==> src/rtl/pi_sequencer.sv <==
// Sequencer for the shared PI ALU: latches Error/Fwd on go, steps the ALU through
// integral, proportional and accumulate steps, and produces saturated left/right commands.
module pi_sequencer #(
  parameter logic [13:0] P_TERM  = 14'h3680,
  parameter logic [11:0] I_TERM  = 12'h500,
  parameter int          INT_DEC = 4
) (
  input  logic        clk,
  input  logic        rst_n,
  input  logic        go,
  input  logic [11:0] Error,
  input  logic [11:0] Fwd,
  input  logic [15:0] dst,
  output logic [11:0] err_lat,
  output logic [11:0] fwd_lat,
  output logic [15:0] Accum,
  output logic [15:0] Pcomp,
  output logic [11:0] Icomp,
  output logic [11:0] Intgrl,
  output logic [11:0] Iterm,
  output logic [13:0] Pterm,
  output logic [2:0]  src1sel,
  output logic [2:0]  src0sel,
  output logic        multiply,
  output logic        sub,
  output logic        mult2,
  output logic        mult4,
  output logic        saturate,
  output logic [11:0] lft,
  output logic [11:0] rht,
  output logic        busy,
  output logic        done
);

  localparam int CW = (INT_DEC > 1) ? $clog2(INT_DEC) : 1;

  typedef enum logic [3:0] {
    IDLE   = 4'd0,
    INTG   = 4'd1,
    ICMP   = 4'd2,
    ICMP_W = 4'd3,
    PCMP   = 4'd4,
    PCMP_W = 4'd5,
    ACC_R  = 4'd6,
    RHT    = 4'd7,
    ACC_L  = 4'd8,
    LFT    = 4'd9,
    DONE   = 4'd10
  } state_t;

  typedef struct packed {
    logic [2:0] s1;
    logic [2:0] s0;
    logic       mul;
    logic       sb;
    logic       sat;
    logic       bsy;
    logic       dn;
  } ctrl_t;

  state_t        state_r, state_nxt_s;
  ctrl_t         ctrl_r;
  logic [CW-1:0] int_cnt_r, int_cnt_nxt_s;
  logic          int_upd_r;
  logic [11:0]   err_lat_r, fwd_lat_r, icomp_r, intgrl_r, lft_r, rht_r;
  logic [15:0]   accum_r, pcomp_r;

  // ALU controls that belong to each state; multiply steps span both halves of the pair
  function automatic ctrl_t ctrl_of(input state_t s);
    ctrl_t c;
    c = ctrl_t'(11'd0);
    case (s)
      IDLE:   c = ctrl_t'(11'd0);
      INTG:   begin c.s1 = 3'b011; c.s0 = 3'b001; c.sat = 1'b1; c.bsy = 1'b1; end
      ICMP,
      ICMP_W: begin c.s1 = 3'b001; c.s0 = 3'b001; c.mul = 1'b1; c.bsy = 1'b1; end
      PCMP,
      PCMP_W: begin c.s1 = 3'b010; c.s0 = 3'b100; c.mul = 1'b1; c.bsy = 1'b1; end
      ACC_R:  begin c.s1 = 3'b100; c.s0 = 3'b011; c.sb = 1'b1; c.bsy = 1'b1; end
      RHT:    begin c.s1 = 3'b000; c.s0 = 3'b010; c.sb = 1'b1; c.sat = 1'b1; c.bsy = 1'b1; end
      ACC_L:  begin c.s1 = 3'b100; c.s0 = 3'b011; c.bsy = 1'b1; end
      LFT:    begin c.s1 = 3'b000; c.s0 = 3'b010; c.sat = 1'b1; c.bsy = 1'b1; end
      DONE:   begin c.bsy = 1'b1; c.dn = 1'b1; end
      default: c = ctrl_t'(11'd0);
    endcase
    return c;
  endfunction

  // Next-state sequencing and integrator decimation count
  always_comb begin
    state_nxt_s = state_r;
    if (int_cnt_r == CW'(INT_DEC - 1)) begin
      int_cnt_nxt_s = {CW{1'b0}};
    end else begin
      int_cnt_nxt_s = int_cnt_r + CW'(1);
    end
    case (state_r)
      IDLE: begin
        if (go) begin
          state_nxt_s = INTG;
        end else begin
          state_nxt_s = IDLE;
        end
      end
      INTG:    state_nxt_s = ICMP;
      ICMP:    state_nxt_s = ICMP_W;
      ICMP_W:  state_nxt_s = PCMP;
      PCMP:    state_nxt_s = PCMP_W;
      PCMP_W:  state_nxt_s = ACC_R;
      ACC_R:   state_nxt_s = RHT;
      RHT:     state_nxt_s = ACC_L;
      ACC_L:   state_nxt_s = LFT;
      LFT:     state_nxt_s = DONE;
      DONE:    state_nxt_s = IDLE;
      default: state_nxt_s = IDLE;
    endcase
  end

  // State register; controls are registered from the next state so they switch only on edges
  always_ff @(posedge clk) begin
    if (!rst_n) begin
      state_r <= IDLE;
      ctrl_r  <= ctrl_t'(11'd0);
    end else begin
      state_r <= state_nxt_s;
      ctrl_r  <= ctrl_of(state_nxt_s);
    end
  end

  // Input latches and working registers, each captured at the final edge of its state
  always_ff @(posedge clk) begin
    if (!rst_n) begin
      err_lat_r <= 12'd0;
      fwd_lat_r <= 12'd0;
      int_cnt_r <= {CW{1'b0}};
      int_upd_r <= 1'b0;
      intgrl_r  <= 12'd0;
      icomp_r   <= 12'd0;
      pcomp_r   <= 16'd0;
      accum_r   <= 16'd0;
      rht_r     <= 12'd0;
      lft_r     <= 12'd0;
    end else begin
      case (state_r)
        IDLE: begin
          if (go) begin
            err_lat_r <= Error;
            fwd_lat_r <= Fwd;
            int_cnt_r <= int_cnt_nxt_s;
            int_upd_r <= (int_cnt_nxt_s == {CW{1'b0}});
          end
        end
        INTG: begin
          if (int_upd_r) intgrl_r <= dst[11:0];
        end
        ICMP_W:       icomp_r <= dst[11:0];
        PCMP_W:       pcomp_r <= dst;
        ACC_R, ACC_L: accum_r <= dst;
        RHT:          rht_r   <= dst[11:0];
        LFT:          lft_r   <= dst[11:0];
        default:      ;
      endcase
    end
  end

  assign err_lat  = err_lat_r;
  assign fwd_lat  = fwd_lat_r;
  assign Accum    = accum_r;
  assign Pcomp    = pcomp_r;
  assign Icomp    = icomp_r;
  assign Intgrl   = intgrl_r;
  assign lft      = lft_r;
  assign rht      = rht_r;
  assign Iterm    = I_TERM;
  assign Pterm    = P_TERM;
  assign src1sel  = ctrl_r.s1;
  assign src0sel  = ctrl_r.s0;
  assign multiply = ctrl_r.mul;
  assign sub      = ctrl_r.sb;
  assign saturate = ctrl_r.sat;
  assign busy     = ctrl_r.bsy;
  assign done     = ctrl_r.dn;
  assign mult2    = 1'b0;
  assign mult4    = 1'b0;

endmodule

==> config.mk <==
export PLATFORM = sky130hd
export DESIGN_NAME = pi_sequencer
export DESIGN_NICKNAME = d
export VERILOG_FILES = /design/src/rtl/pi_sequencer.sv
export SDC_FILE = /design/constraint.sdc
export NUM_CORES = 1
export LEC_CHECK = 0
export ABC_AREA = 1
export ABC_CLOCK_PERIOD_IN_PS = 1600
export BUFFER_PORTS_ARGS = -buffer_cell sky130_fd_sc_hd__clkbuf_2
export CORE_UTILIZATION = 48
export CTS_CLUSTER_SIZE = 12
export DETAILED_ROUTE_END_ITERATION = 16
export PLACE_DENSITY = 0.8
export SLEW_MARGIN = 20
export SYNTH_ARGS = -nofsm -noshare
export SYNTH_HDL_FRONTEND = slang
export SYNTH_SLANG_ARGS = --single-unit
==> constraint.sdc <==
create_clock -name clk -period 1.6 [get_ports clk]
set_input_delay 0 -clock clk [delete_from_list [all_inputs] [get_ports clk]]
set_output_delay 0 -clock clk [all_outputs]
set_load 0.005 [all_outputs]
==> results of run 1 <==
==> cells in the mapped netlist, drive strengths merged <==
cell	instances
ha	2
nor2	178
buf	46
nand3	6
a31oi	1
dfxtp	122
conb	2
clkbuf	13
o21ai	109
a21oi	32
inv	43
nand2	16
==> placed cells by master (no fill, tap or decap), types with 4 or more instances in the layout <==
master	n
inv_1	34
dfxtp_1	122
dlygate4sd3_1	41
nor2_1	163
conb_1	28
inv_2	8
buf_4	4
nor2_2	13
bufinv_16	5
o21ai_1	24
a21oi_1	31
clkbuf_2	157
nand3_1	4
clkbuf_16	16
nand2_1	12
o21ai_0	85
==> logic make-up after synthesis <==
kind of cell,after synthesis,synth area share
flip-flops,122,0.537
buffers and inverters,102,0.117
adder cells (fa/ha/maj),2,0.00550
other,2,0.00165
AO/OA/AOI/OAI,142,0.157
AND/OR/NAND/NOR,200,0.181
==> final cells by class <==
| type | instances | area, sq um | share of cell area |
|---|---|---|---|
| Timing Repair Buffer | 204 | 1270 | 0.200 |
| Clock buffer | 21 | 449 | 0.0710 |
| Tap cell | 111 | 139 | 0.0219 |
| Clock inverter | 11 | 191 | 0.0302 |
| Multi-Input combinational cell | 372 | 1680 | 0.265 |
| Inverter | 43 | 164 | 0.0259 |
| Sequential cell | 122 | 2440 | 0.386 |
==> per-layer routing <==
layer  wire length, microns  global-route usage  vias up
met4                    384               0.133        0
met2                   6240               0.444      182
met3                    733              0.0654       39
met5                      0                   0        -
li1                       -                   -     2128
met1                   5130               0.295     1997
==> power by group <==
part	total [mW]	internal, mW	switching [mW]
Clock	4.08	2.77	1.31
Combinational	0.690	0.302	0.388
Sequential	3.26	3.18	0.0809
==> stage by stage <==
| step | total power [mW] | instance area, sq um | util |
|---|---|---|---|
| finish | 8.03 | 6330 | 0.688 |
| global route | 8.32 | 6330 | 0.688 |
| CTS | 8.06 | 6330 | 0.688 |
| detailed placement | 3.92 | 5280 | 0.574 |
| global placement | 3.89 | 5280 | 0.574 |
| floorplan | 3.68 | 4650 | - |
==> path summary, 6_finish.rpt <==
path / start / cells after the start / to
hold reg to reg: fwd_lat[11]$_SDFFE_PN0P_ / 2 / fwd_lat[11]$_SDFFE_PN0P_
hold / removal: rst_n / 3 / err_lat[1]$_SDFFE_PN0P_
setup reg to reg: state_r[2]$_SDFF_PN0_ / 7 / Accum[15]$_SDFFE_PN0N_
setup / recovery: state_r[2]$_SDFF_PN0_ / 7 / Accum[15]$_SDFFE_PN0N_
==> state kept, by name, summed over array words and instances, names as in the netlist <==
| register | flops |
|---|---|
| Accum | 16 |
| Icomp | 12 |
| Intgrl | 12 |
| Pcomp | 16 |
| busy | 1 |
| done | 1 |
| err_lat | 12 |
| fwd_lat | 12 |
| int_cnt_r | 2 |
| int_upd_r | 1 |
| lft | 12 |
| multiply | 1 |
| rht | 12 |
| saturate | 1 |
| src0sel | 3 |
| src1sel | 3 |
| state_r | 4 |
| sub | 1 |
==> critical path: cells and delay by family, from the launching register on <==
family,cells,cell delay (ns)
flip-flops,1,0.49
buffers and inverters,2,0.22
AND/OR/NAND/NOR,5,0.61
==> timing repair <==
item                      CTS  global route
hold buffers               41             0
gates resized for setup     0             0
hold endpoints to repair  106             0
==> qor.txt, run 1 <==
I/O Buffers = 157
Max-slew violations = 0
Nets = 805
Vias post-DR = 4346
Placed insts = 811
CP Cell Sequence = inv_2 > nor2_2 > nand3_2 > nand2_4 > inv_4 > nor2_1 > nor2_1
CP required = 1.99 ns
First-pass GRT wire length = 19.7 mm
Non-Filler Instances = 884
Part of the cycle the worst path needs = 0.889
Count of antenna-violating nets left after detailed routing = 0
Worst-Skew Late Latency = 0.50 ns
Pre-CTS setup slack = 0.210 ns
Vias in the first global route = 4211
Pre-Repair DR Iteration Count = 4
Fillers = 713
Cts bufs inserted = 17
Final WL = 12.5 mm
Synth top area cells = dfxtp_1, nor2_1, o21ai_0
Die Y = 99.4 microns
Cell area power density = 1270 nW/um^2
# rows = 35
Clock skew = 0.00837 ns
Initial Utilization = 0.495
Setup crit end kind = flop
Syn_area_per_cell = 7.98 sq um
Largest net degree at the start of global routing = 85
Setup ws final = 0.178 ns
Dpl hpwl = 7.98 mm
Final setup vio count = 0
CP arrival = 1.81 ns
Crit path largest cell delay = 0.49 ns
Max Fclk = 0.703 GHz
Initial DRC count = 214
TNS Setup = 0 ns
DRC errors left = 0
VDD IR-drop max = 668 uV
Final worst path period need = 1.42 ns
Distinct cells, synth = 25
Core ar. = 9200 sq um
Cells after Synth = 570
Status = completed
RePlAce Congestion = 0.840
Max FO, Critical Path = 18
Ant diodes = 0
CTS root buffer = clkbuf_8
CTS H-tree lvls = 4
Synth-to-Final Area Change = 39.1%
Total GRT Usage = 0.258
Per-cell routed wire length = 14.1 microns
Clk buf depth = 2
Die Span X = 99.4 microns
Crit-path slowest cell = dfxtp_1
Initial antenna violation count = 0
Die area = 9870 sq um
R2R Setup Slk = 0.18 ns
Share of cells above drive strength 1 = 0.290
Hold crit path type = in -> reg
Total setup buffers inserted after CTS = 0
Critical Path Start Type = flop
Share of the synthesized area in the top cell type = 0.537
Mapped cell area = 4550 sq um
Flops & latches, synth = 122
Clock Sinks = 122
Critical Path Most Common Cell = nor2_1
Leading area contributor after synthesis = dfxtp_1
DR vias/cell = 4.92
Worst setup path class = reg -> reg
Remaining global-route overflow = 0
# IOs = 186
RSZ-0062 raised after global routing = false
Worst-path clk slew = 0.06 ns
Lkg Pwr = 3.04 nW
Ys Warns = 0
Seq/Total Area, Yosys = 0.537
CTS tree = built
Worst hold margin = 0.0792 ns
Maxcap violations = 0
Final Hold Viols = 0
Power figures use the tool's default switching activity.
==> run 2, diff against run 1 <==
--- a/config.mk
+++ b/config.mk
@@ -8,6 +8,7 @@
 export ABC_AREA = 1
 export ABC_CLOCK_PERIOD_IN_PS = 1600
 export BUFFER_PORTS_ARGS = -buffer_cell sky130_fd_sc_hd__clkbuf_2
+export CORE_MARGIN = 5
 export CORE_UTILIZATION = 48
 export CTS_CLUSTER_SIZE = 12
 export DETAILED_ROUTE_END_ITERATION = 16
==> run 2 against run 1 <==
  * Final area is 0.34% higher
  * Clock power fell by 2%
  * Register-to-register slack lost 0.02 ns
  * Clock skew about the same
  * First-iteration DRC count decreased by 5.6%
  * Setup slack got worse by 0.016 ns
  * Clock-buffer cell count grew 1
  * Critical path depth unchanged
  * Die area rose by 17%
  * Largest cell class unchanged
==> qor.txt, run 2 (synthesized netlist as in run 1, its figures left out) <==
Status = completed
Fillers = 750 (+5.2%)
Max FO, Critical Path = 18 (unchanged)
CP Cell Sequence = inv_2 > nor2_2 > nand2_1 > nand2_4 > inv_4 > nor2_1 > nor2_1
Share of cells above drive strength 1 = 0.295 (+0.00479)
RePlAce Congestion = 0.932 (+11%)
Synth-to-Final Area Change = 39.5%
CP startpoint = state_r[3]$_SDFF_PN0_
Clock Sinks = 122 (unchanged)
DR vias/cell = 4.78 (-2.7%)
Vias post-DR = 4320 (-0.60%)
Worst-path clk slew = 0.06 ns (about the same)
DRC errors left = 0 (unchanged)
Relative slew slack = 0.663
Cts bufs inserted = 17 (unchanged)
Pre-CTS setup slack = 0.179 ns (-0.0315 ns)
Post-DP Area = 5290 sq um (+0.19%)
Total GRT Usage = 0.228 (-0.0296)
Final worst path period need = 1.44 ns (+0.0155 ns)
Per-cell routed wire length = 14.6 microns (+3.5%)
Final Hold Viols = 0 (unchanged)
Initial Utilization = 0.492 (-0.00235)
Worst setup path class = reg -> reg
Largest net degree at the start of global routing = 85 (unchanged)
Final setup vio count = 0 (unchanged)
Die Span X = 107 microns (+8.1%)
Setup ws final = 0.162 ns (-0.0155 ns)
Non-Filler Instances = 903 (+2.1%)
Sequential Area = 2440 sq um (unchanged)
Worst-Skew Late Latency = 0.50 ns (about the same)
Lkg Pwr = 3.03 nW (-0.38%)
Hold crit path type = in -> reg
Critical Path Most Common Cell = nor2_1
Worst hold margin = 0.101 ns (+0.0214 ns)
Cell family with the largest share of critical-path delay = simple AND/OR/NAND/NOR gates
Commonest non-fill, non-tap cell in the layout = nor2_1
Critical Path Start Type = flop
I/O Buffers = 157 (unchanged)
Die Y = 107 microns (+8.1%)
TNS Setup = 0 ns (unchanged)
Vias in the first global route = 4220 (+0.21%)
RSZ-0062 raised after global routing = false
Total setup buffers inserted after CTS = 0 (unchanged)
Clock skew = 0.00802 ns (-0.000347 ns)
# rows = 35 (unchanged)
Crit path largest cell delay = 0.44 ns (-0.05 ns)
Count of antenna-violating nets left after detailed routing = 0 (unchanged)
First-pass GRT wire length = 20.8 mm (+5.6%)
Part of the cycle the worst path needs = 0.899 (+0.00970)
CTS tree = built
Nets = 806 (+0.12%)
Placed insts = 829 (+2.2%)
Clk buf depth = 2 (unchanged)
Core ar. = 9240 sq um (+0.48%)
CP arrival = 1.83 ns (+0.02 ns)
Ant diodes = 0 (unchanged)
Initial DRC count = 202 (-5.6%)
Design area = 6350 sq um (+0.34%)
# IOs = 186 (unchanged)
CP required = 1.99 ns (about the same)
Remaining global-route overflow = 0 (unchanged)
Area of the multi-input gates = 1680 sq um (+0.30%)
CTS root buffer = clkbuf_8
Reg2reg start = state_r[3]$_SDFF_PN0_
Total power = 7.96 mW (-0.84%)
Die area = 11500 sq um (+17%)
Hold Startpoint = rst_n
Maxcap violations = 0 (unchanged)
Initial antenna violation count = 0 (unchanged)
Pre-Repair DR Iteration Count = 5 (+1)
Dpl hpwl = 8.64 mm (+8.3%)
Max Fclk = 0.696 GHz (-1.1%)
CP bufs+invs = 2 (unchanged)
Setup crit end kind = flop
Crit-path slowest cell = dfxtp_1
CTS H-tree lvls = 4 (unchanged)
Final design utilization = 0.687 (-0.000959)
Final WL = 13.2 mm (+5.7%)
Max-slew violations = 0 (unchanged)
Actual slew at the worst max-slew pin = 0.505 ns
Commonest non-fill, non-tap cells in the layout = nor2_1, clkbuf_2, dfxtp_1
VDD IR-drop max = 810 uV (+21%)
Cell area power density = 1250 nW/um^2 (-1.2%)
-- run 2: layout make-up --
cell class	instances	area share
Clock buffer	22	0.0745
Clock inverter	10	0.0256
Inverter	43	0.0264
Multi-Input combinational cell	372	0.265
Sequential cell	122	0.385
Tap cell	129	0.0254
Timing Repair Buffer	204	0.197
Timing Repair inverter	1	0.00118
-- run 2: layer usage --
layer,part of all wire,global-route usage,up-vias
li1,-,-,2141
met1,0.39,0.269,1967
met2,0.50,0.392,187
met3,0.087,0.0660,25
met4,0.018,0.0866,0
met5,0,0,-
-- run 2: worst paths after layout --
check,endpoint,slack (ns),cells past startpoint
worst max-delay path,Accum[0]$_SDFFE_PN0N_,0.16,7
worst min-delay path,err_lat[7]$_SDFFE_PN0P_,0.10,3
worst max register to register,Accum[0]$_SDFFE_PN0N_,0.16,7
worst min register to register,fwd_lat[10]$_SDFFE_PN0P_,0.44,2
-- run 2: tightest hold or removal path, cell delays in order --
cell      delay, ns
clkbuf_2       0.32
o21ai_0        0.17
a21oi_1        0.06
-- run 2: where the power goes --
group / leakage [nW] / internal, mW / switching (mW)
Clock: 0.308 / 2.70 / 1.31
Sequential: 0.992 / 3.18 / 0.0818
Combinational: 1.73 / 0.297 / 0.395
-- run 2: repair_timing --
action | in CTS | in global routing
setup endpoints to repair | 0 | 3
hold buffers | 41 | 0
resized for setup | 0 | 3
hold endpoints to repair | 108 | 0
